<file path="src/rtl/mux_pipe_pkg.sv">
// Shared types for the registered 2:1 selector and its skid buffer.
package mux_pipe_pkg;

    localparam int WIDTH = 64;

    typedef logic [WIDTH-1:0] data_t;

    typedef enum logic [1:0] {
        EMPTY = 2'd0,
        ONE   = 2'd1,
        FULL  = 2'd2
    } skid_state_e;

    // Number of buffer entries held in a given state.
    function automatic int occupancy(input skid_state_e s);
        case (s)
            EMPTY:   return 0;
            ONE:     return 1;
            FULL:    return 2;
            default: return 0;
        endcase
    endfunction

endpackage

</file>
<file path="src/rtl/mux_skid_buf.sv">
// Two-entry valid/ready skid buffer; head entry drives the registered output.
module mux_skid_buf
    import mux_pipe_pkg::*;
#(
    parameter int DW    = 64,
    parameter int DEPTH = 2
) (
    input  logic          clk,
    input  logic          rst_n,
    input  logic [DW-1:0] in_data,
    input  logic          in_valid,
    output logic          in_ready,
    output logic [DW-1:0] out_data,
    output logic          out_valid,
    input  logic          out_ready
);

    skid_state_e   state_reg, state_next;
    logic [DW-1:0] head_reg, head_next;
    logic [DW-1:0] tail_reg, tail_next;
    logic          in_ready_reg, in_ready_next;
    logic          out_valid_reg, out_valid_next;
    logic          push, pop;

    assign push = in_valid & in_ready_reg;
    assign pop  = out_valid_reg & out_ready;

    always_comb begin
        state_next = state_reg;
        head_next  = head_reg;
        tail_next  = tail_reg;
        case (state_reg)
            EMPTY: begin
                if (push) begin
                    head_next  = in_data;
                    state_next = ONE;
                end
            end
            ONE: begin
                // Push with pop: the new beat becomes the head directly.
                if (push && pop) begin
                    head_next = in_data;
                end else if (push) begin
                    tail_next  = in_data;
                    state_next = FULL;
                end else if (pop) begin
                    state_next = EMPTY;
                end
            end
            FULL: begin
                if (pop) begin
                    head_next  = tail_reg;
                    state_next = ONE;
                end
            end
            default: state_next = EMPTY;
        endcase
        in_ready_next  = occupancy(state_next) < DEPTH;
        out_valid_next = (state_next != EMPTY);
    end

    always_ff @(posedge clk or negedge rst_n) begin
        if (!rst_n) begin
            state_reg     <= EMPTY;
            head_reg      <= '0;
            tail_reg      <= '0;
            in_ready_reg  <= 1'b1;
            out_valid_reg <= 1'b0;
        end else begin
            state_reg     <= state_next;
            head_reg      <= head_next;
            tail_reg      <= tail_next;
            in_ready_reg  <= in_ready_next;
            out_valid_reg <= out_valid_next;
        end
    end

    assign in_ready  = in_ready_reg;
    assign out_data  = head_reg;
    assign out_valid = out_valid_reg;

endmodule

</file>
<file path="src/rtl/mux_pipe64.sv">
// Registered 2:1 selector with valid/ready output and a combinational copy.
// Define MUX_PIPE_PARITY_EN to add out_parity / out_comb_parity.
module mux_pipe64 #(
    parameter int WIDTH = mux_pipe_pkg::WIDTH,
    parameter int DEPTH = 2
) (
    input  logic             clk,
    input  logic             rst_n,
    input  logic [WIDTH-1:0] in_0,
    input  logic [WIDTH-1:0] in_1,
    input  logic             sig,
    input  logic             in_valid,
    output logic             in_ready,
    output logic [WIDTH-1:0] out,
    output logic             out_valid,
    input  logic             out_ready,
    output logic [WIDTH-1:0] out_comb
`ifdef MUX_PIPE_PARITY_EN
    ,
    output logic             out_parity,
    output logic             out_comb_parity
`endif
);

    assign out_comb = sig ? in_1 : in_0;

`ifdef MUX_PIPE_PARITY_EN
    localparam int EW = WIDTH + 1;
    logic [EW-1:0] in_entry, out_entry;

    // Parity travels with its data word through the buffer.
    assign out_comb_parity     = ^out_comb;
    assign in_entry            = {out_comb_parity, out_comb};
    assign {out_parity, out}   = out_entry;
`else
    localparam int EW = WIDTH;
    logic [EW-1:0] in_entry, out_entry;

    assign in_entry = out_comb;
    assign out      = out_entry;
`endif

    mux_skid_buf #(
        .DW    (EW),
        .DEPTH (DEPTH)
    ) u_skid (
        .clk       (clk),
        .rst_n     (rst_n),
        .in_data   (in_entry),
        .in_valid  (in_valid),
        .in_ready  (in_ready),
        .out_data  (out_entry),
        .out_valid (out_valid),
        .out_ready (out_ready)
    );

endmodule

</file>
<file path="config.mk">
export PLATFORM = sky130hd
export DESIGN_NAME = mux_pipe64
export DESIGN_NICKNAME = d
export VERILOG_FILES = /design/src/rtl/mux_pipe_pkg.sv /design/src/rtl/mux_skid_buf.sv /design/src/rtl/mux_pipe64.sv
export SDC_FILE = /design/constraint.sdc
export NUM_CORES = 1
export LEC_CHECK = 0
export CORE_MARGIN = 2
export CORE_UTILIZATION = 40
export CTS_CLUSTER_DIAMETER = 150
export DETAILED_ROUTE_END_ITERATION = 16
export HOLD_SLACK_MARGIN = 0.08
export PLACE_DENSITY = 0.77
export SKIP_CTS_REPAIR_TIMING = 1
export SYNTH_ARGS = -nofsm -noshare
export SYNTH_HDL_FRONTEND = slang
export SYNTH_SLANG_ARGS = --single-unit
export TNS_END_PERCENT = 30
</file>
<file path="constraint.sdc">
create_clock -name clk -period 2.39 [get_ports clk]
set_input_delay 0.478 -clock clk [delete_from_list [all_inputs] [get_ports clk]]
set_output_delay 0.478 -clock clk [all_outputs]
set_load 0.01 [all_outputs]
</file>
After elaboration in Yosys (flattened, before gate mapping)
Index checks and enable logic that the tools add are counted.
{"block": "op_classes", "order_cmp": 1, "eq_ne": 7, "mux": 12, "bitwise_logic": 3, "reduce_logical": 6}
{"cell": "$mux W64", "n": 4}
{"cell": "$pmux W64 S3", "n": 1}
{"cell": "$mux W2", "n": 5}
{"cell": "$ne A2 B1 Y1 const B", "n": 3}
{"cell": "$pmux W2 S3", "n": 1}
{"cell": "$eq A2 B1 Y1 const B", "n": 2}
{"cell": "$eq A2 B2 Y1 const B", "n": 2}
{"cell": "$pmux W2 S2", "n": 1}
{"cell": "$reduce_and A4 Y1", "n": 1}
{"cell": "$reduce_and A3 Y1", "n": 1}
{"cell": "$reduce_bool A3 Y1", "n": 1}
{"cell": "$and A1 B1 Y1", "n": 2}
{"cell": "$logic_not A2 Y1", "n": 1}
{"cell": "$lt A2 B2 Y1 const B", "n": 1}
{"cell": "$reduce_bool A2 Y1", "n": 1}
{"cell": "$logic_and A1 B1 Y1", "n": 1}
{"cell": "$not A1 Y1", "n": 1}
{"block": "word_totals", "ff_bits": 132, "out_inout_bits": 130}

Longest topological paths before layout
{"block": "depth", "ltp_word": 8, "mapped_depth": 5, "ltp_nobuf": 3}

Cells and area by module
A second synthesis with hierarchy kept.
{"block": "unflattened", "cells_unflattened": 431, "hier_area_um2": 6804.0}
{"module": "mux_skid_buf", "instances": 1, "cells_per_inst": 360, "area_per_inst_um2": 5726.7, "seq_area_each_um2": 3304.4}
{"module": "mux_pipe64", "instances": 1, "cells_per_inst": 71, "area_per_inst_um2": 1077.3, "seq_area_each_um2": 0.0}

Least setup slack after synthesis
No wires, ideal clock.
{"block": "synth_path", "kind": "input to register", "startpoint": "in sig", "endpoint": "reg u_skid.head_reg[33], in the netlist u_skid.out_data[33]", "setup_time_ns": 0.125, "arrival_time_ns": 1.673, "setup_slack_ns": 0.593, "path_stages": 5, "path_buffers": 2, "path_cell_list": "buf_4 -> buf_6 -> mux2_2 -> mux2_2 -> mux2_2"}
{"block": "synth_between", "elab_chain_cells": 3, "word_cells_on_any_way": 4, "classes_between": "mux (4)"}
{"element": "start, declared", "line": "mux_pipe64.sv:11", "text": "input logic sig,"}
{"element": "$mux W64 (*)", "line": "mux_pipe64.sv:25", "text": "assign out_comb = sig ? in_1 : in_0;"}
{"element": "net out_comb[33]", "line": "mux_pipe64.sv:17", "text": "output logic [WIDTH-1:0] out_comb"}
{"element": "$mux W64, on equally long branches", "line": "mux_skid_buf.sv:41, mux_skid_buf.sv:34"}
{"element": "$pmux W64 S3 (*)", "line": "mux_skid_buf.sv:32", "text": "case (state_reg)"}
{"element": "end signal, assigned", "line": "mux_skid_buf.sv:71", "text": "head_reg <= head_next;"}
{"element": "end, declared", "line": "mux_skid_buf.sv:19", "text": "logic [DW-1:0] head_reg, head_next;"}
The timed path passes the listed nets; every way through them passes the cells marked *. The select of a mux whose other input is x is not followed.
A chain may end at the register's enable or synchronous reset.

Final worst setup path
{"block": "layout_path", "startpoint": "in sig", "endpoint": "out out_comb[31]"}
{"block": "layout_between", "elab_chain_cells": 1}
{"element": "$mux W64", "line": "mux_pipe64.sv:25"}
{"element": "end, declared", "line": "mux_pipe64.sv:17"}
No other way between the ends.

==> results.txt <==
Fin crit share: 93.93%
Number of enable flip-flop cells after synthesis: 0
Lkg Pwr: 4.245 nW
DR WL/cell: 17.16 um
Vias: 4,576
Num ports: 263
Yosys reg bits: 132
Cells after Synth: 434
DRT antenna net count: 0
Register area share after synthesis: 49.80%
Max-cap violation count: 0
Setup TNS: 0 ps
Starting Density: 40.44%
WHS Path Cells: 1
Top Layer Used: met4
Die ar.: 0.01763 mm^2
TritonRoute pass-1 iters: 5
DP Area: 0.009528 mm^2
WS Path Type: input port to output port
Ratio of cells with drive above 1 in the final layout: 42.36%
Post-layout min period: 2245 ps
Hold Fails Final Rpt: 0
Layout Cells excl Fill: 933
PD cells: 1176 mW/mm^2
TritonCTS sink count: 132
DRC Markers: 0
Startpoint Class: input port
Met1 Wirelength: 6.618 mm
Setup violations, final: 0
Fin. max-slew vios: 0
Chip Width: 132.8 um
Outcome: completed
Arr. time, crit path: 1770 ps
# port buffers: 262
Total GRT Usage: 18.37%
Cell area after layout: 0.01022 mm^2
CTS buffer count: 17
Mapped cell area: 0.006635 mm^2
H-tree levels: 4
Clock Tree Root: clkbuf_16
Synth Net Count: 567
N_diodes: 0
Setup repair after global routing missed its margin: false
Skew final: 7.625 ps
Clock latency on the worst-skew pair: 410 ps
Worst-path clk slew: 50 ps
Iter 0 DRT Violations: 132
Clock Path Buffers: 2
CP required: 1910 ps
Async set-or-reset flop fraction in the synthesized netlist: 100.0%
Area share of the largest cell type after synthesis: 49.41%
Fin util: 62.31%
WL final: 16.01 mm
Grt total ovfl: 0
Rel. slew slack: 67.64%
Max rail drop VDD: 0.5291 mV
Max Freq: 445.5 MHz
Top FF cell, synth: dfrtp_1
Gpl congestion: 0.7510
Initial antenna violation count: 0
Worst min path class: flip-flop to flip-flop
Area Growth Syn to Fin: 54.08%
Core ar.: 0.01641 mm^2
Netlist cell types: 25
Post-Place Cells: 900
Synth area leader: dfrtp_1
Mean post-synth cell area: 15.29 um^2
Met2 Wirelength: 8.284 mm
Vias in the first global route: 5,012
R2R depth: 4
First-pass GRT wire length: 25.78 mm
Row cnt: 47
Vias per cell: 4.905
Fillers: 1,189
Element type at the critical path end: output port
Slew @ Worst Pin: 485.4 ps
Synth top area cells: dfrtp_1, mux2_2, mux2_4
CTS tree: built
Final #Nets: 833
Largest net degree at the start of global routing: 52
Die height: 132.8 um
Met3 wire length: 967 um
Worst-path fanout max: 35
Yosys warns: 0
HPWL after DPL: 11.37 mm
==> routing by layer <==
metal | track usage (%) | vias up
li1 | - | 2120
met5 | 0 | -
met3 | 5.326 | 12
met1 | 21.96 | 2279
met4 | 6.511 | 0
met2 | 31.61 | 165
==> worst max-delay path, stage by stage <==
cell and delay, ps:
buf_2 140, buf_12 210, mux2_2 410, clkdlybuf4s50_1 510
==> cell type report <==
class                           instances  area [um^2]  area share (%)
Multi-Input combinational cell        274         3134           30.66
Sequential cell                       132         3304           32.32
Timing Repair Buffer                  274         2820           27.59
Clock inverter                          8        193.9           1.897
Tap cell                              220        275.3           2.692
Clock buffer                           24        491.7           4.810
Inverter                                1        3.754         0.03672
==> worst paths after layout <==
check,startpoint,to,slack (ps)
setup / recovery,sig,out_comb[31],150
hold / removal,u_skid.tail_reg[4],u_skid.tail_reg[4],500
setup reg to reg,u_skid.in_ready,u_skid.out_data[55],500
max in group asynchronous,rst_n,u_skid.in_ready,1140
hold reg to reg,u_skid.tail_reg[4],u_skid.tail_reg[4],500
min in group asynchronous,rst_n,u_skid.out_data[28],580
==> cell usage after synthesis (2+ instances only) <==
master and count:
mux2_2 226, dfrtp_1 131, mux2_4 30, buf_6 12
buf_2 10, nand2_1 4, buf_1 2, buf_4 2
==> where the power goes <==
| group | internal, mW | switching, mW |
|---|---|---|
| clock network | 2.07 | 0.933 |
| registers | 3.40 | 0.647 |
| logic | 3.21 | 1.76 |
| total | 8.69 | 3.34 |
==> logic make-up after synthesis <==
| kind of cell | after synthesis | share of synthesized area [%] |
|---|---|---|
| mux | 256 | 45.14 |
| buf+inv | 28 | 3.243 |
| simple gates | 10 | 0.9807 |
| compound gates | 8 | 0.8298 |
| flops | 132 | 49.80 |
==> cells in the final DEF, fill, tap and decap left out, drive strengths merged <==
| master | Yosys | final |
|---|---|---|
| buf | 26 | 13 |
| a211o | 1 | 1 |
| and4 | 1 | 1 |
| a22o | 1 | 1 |
| a31oi | 1 | 1 |
| nand2 | 4 | 4 |
| clkinv | 0 | 2 |
| and2 | 1 | 1 |
| dfstp | 1 | 1 |
| inv | 1 | 1 |
| mux2 | 256 | 256 |
| dlygate4sd3 | 0 | 1 |
| a22oi | 1 | 1 |
| nand2b | 1 | 1 |
| o22ai | 1 | 1 |
| clkbuf | 1 | 24 |
| and4b | 1 | 1 |
| nor4bb | 1 | 1 |
| o21ai | 1 | 1 |
| a21boi | 1 | 1 |
| bufinv | 0 | 6 |
| clkdlybuf4s50 | 0 | 260 |
| a21oi | 1 | 1 |
| dfrtp | 131 | 131 |
| and3b | 1 | 1 |
==> stage by stage <==
step                      total power [mW]  hold slack, ps  setup WS [ps]
after global placement               8.865           469.1          159.3
after CTS                            12.16           28.30          133.6
after global routing                 12.64           514.0          108.6
after detailed placement             9.086           474.4          80.67
after floorplan                      6.853           182.4          592.6
final                                12.02           500.8          145.2
No activity file was read; power rests on OpenSTA's default activity.
==> variant: new RTL, config.mk and constraints unchanged <==
Set the package constant `WIDTH` to 128 (it was 64).
--- a/src/rtl/mux_pipe_pkg.sv
+++ b/src/rtl/mux_pipe_pkg.sv
@@ -1,7 +1,7 @@
 // Shared types for the registered 2:1 selector and its skid buffer.
 package mux_pipe_pkg;
 
-    localparam int WIDTH = 64;
+    localparam int WIDTH = 128;
 
     typedef logic [WIDTH-1:0] data_t;
 
Ports: changed (resized in_0, in_1, out and out_comb); port bits go from 263 to 519. The function was not compared with the original's and may differ.
==> variant against the unedited design <==
Global-route usage rose by 1.2 points. Via count rose by 100%. Cell area is 100% higher. Power up 98%. Setup slack worse by 110 ps. Sequential cell count grew 128. Clock skew is 11 ps higher. Count of clock-buffer cells in the layout up 17. Wire length increased by 130%. Synthesized area grew 110%. Largest cell class is now multi-input gates. Largest power group unchanged.
==> variant: results (changes against the unedited design) <==
run_status:
  status: "finished, final reports clean"
detailed_routing:
  drt_iter0_markers: 230  # +74%
  wl_mm: 37.0  # +130%
  dr.pass1.iters: 4  # -1
  vias_per_cell: 4.89  # -0.23%
  vias: 9141  # +100%
placement:
  io_buffer_count: 518  # +98%
  dp.cells: 1811  # +100%
  placed_area_mm2: 0.0198  # +110%
  hpwlAfterDp_mm: 27.6  # +140%
  pre_cts_ws_ps: -20.6  # -101 ps
synthesis:
  synth_area_leaders: "dfrtp_1 47%, mux2_4 27%, mux2_2 22%, buf_6 1.9%, buf_12 1.4%"
  synth.net_count: 1106  # +95%
  synthTopCellsByCount: "266 x mux2_2, 259 x dfrtp_1, 246 x mux2_4, 24 x buf_6, 15 x buf_2"
  synthCells: 845  # +95%
  ys_seq_area_share_pct: 46.8  # -3.0 points
pwr:
  power_density_mw_per_mm2: 1140  # -3.0%
  leakagePower_nw: 9.18  # +120%
  swShare_pct: 28.9  # +1.2 points
  ir_drop_uv: 614  # +16%
timing:
  clock_skew_ps: 18.2  # +10.6 ps
  whs_ps: 402  # -98.4 ps
clocking:
  h-tree-depth: 1  # -3
  worstSkewPairLatency_ps: 540  # +130 ps
  cts_made_buffers: 30  # +13
  clockBufferDepth: 3  # +1
  clk_pin_slew_ps: 60
cells_and_area:
  nNetsFinal: 1650  # +98%
  drive_above_1_share_pct: 44.0  # +1.7 points
  num-fill-cells: 2634  # +120%
global_route:
  grt_pass1_wl_mm: 56.0  # +120%
  grt_max_degree: 85  # +63%
  grt_pass1_vias: 9970  # +99%
  track_usage_pct: 19.6  # +1.2 points
hold_path:
  hold_path.class: "in -> async"
setup_path:
  crit_fanout: 26  # -26%
  crit-reg2reg-launch: "u_skid.state_reg[1]$_DFF_PN0_"
  rrSetupSlack_ps: 470  # -30 ps
  r2r-end: "u_skid.out_data[14]$_DFFE_PN0P_"
[variant: cell count changes after synthesis, sizes merged, moves of 2 or more]
cell    before  now
mux2       256  512
dfrtp      131  259
buf         26   53
clkbuf       1    4
a21boi       1    3
o221ai       0    2
[variant: critical path: stages]
cell and delay (ps):
clkbuf_8 250, buf_12 260, mux2_4 350, clkdlybuf4s50_1 490
[variant: routing by layer]
layer,GRT usage (%),vias to the layer above,share of wire (%)
li1,-,4176,-
met1,22.9,4602,39
met2,36.2,322,52
met3,4.93,41,7.3
met4,3.97,0,1.6
met5,0,-,0
[variant: cells by family (layout without fill, tap and decap cells)]
group	Yosys count	in the layout	share of synthesized area (%)
compound gates	8	8	0.468
buf+inv	57	625	4.25
flops	260	260	46.8
mux	512	512	48.1
simple gates	8	8	0.342
[variant: worst max-delay path by stage]
| stage | to | slack [ps] | cells after the start |
|---|---|---|---|
| floorplan | u_skid.out_data[10]$_DFFE_PN0P_ | 590 | 5 |
| global placement | out_comb[24] | 40 | 4 |
| detailed placement | u_skid.out_data[126]$_DFFE_PN0P_ | -20 | 6 |
| CTS | out_comb[48] | 30 | 4 |
| global route | out_comb[48] | 9 | 4 |
| finish | out_comb[48] | 30 | 4 |
[variant: power groups by stage]
stage          Clock, mW  Sequential [mW]  Combinational, mW
5_1_grt             5.32             8.21               11.6
3_3_place_gp           0             7.85               10.8
6_report            4.98             7.93               10.9
3_5_place_dp           0             7.96               11.0
4_1_cts             5.09             7.93               11.1
2_1_floorplan          0             8.22               5.90
[variant: final cells by class]
type | instances | share of cell area (%)
Timing Repair Buffer | 569 | 28.1
Tap cell | 455 | 2.73
Sequential cell | 260 | 31.2
Clock buffer | 41 | 4.28
Multi-Input combinational cell | 528 | 32.7
Clock inverter | 15 | 1.02
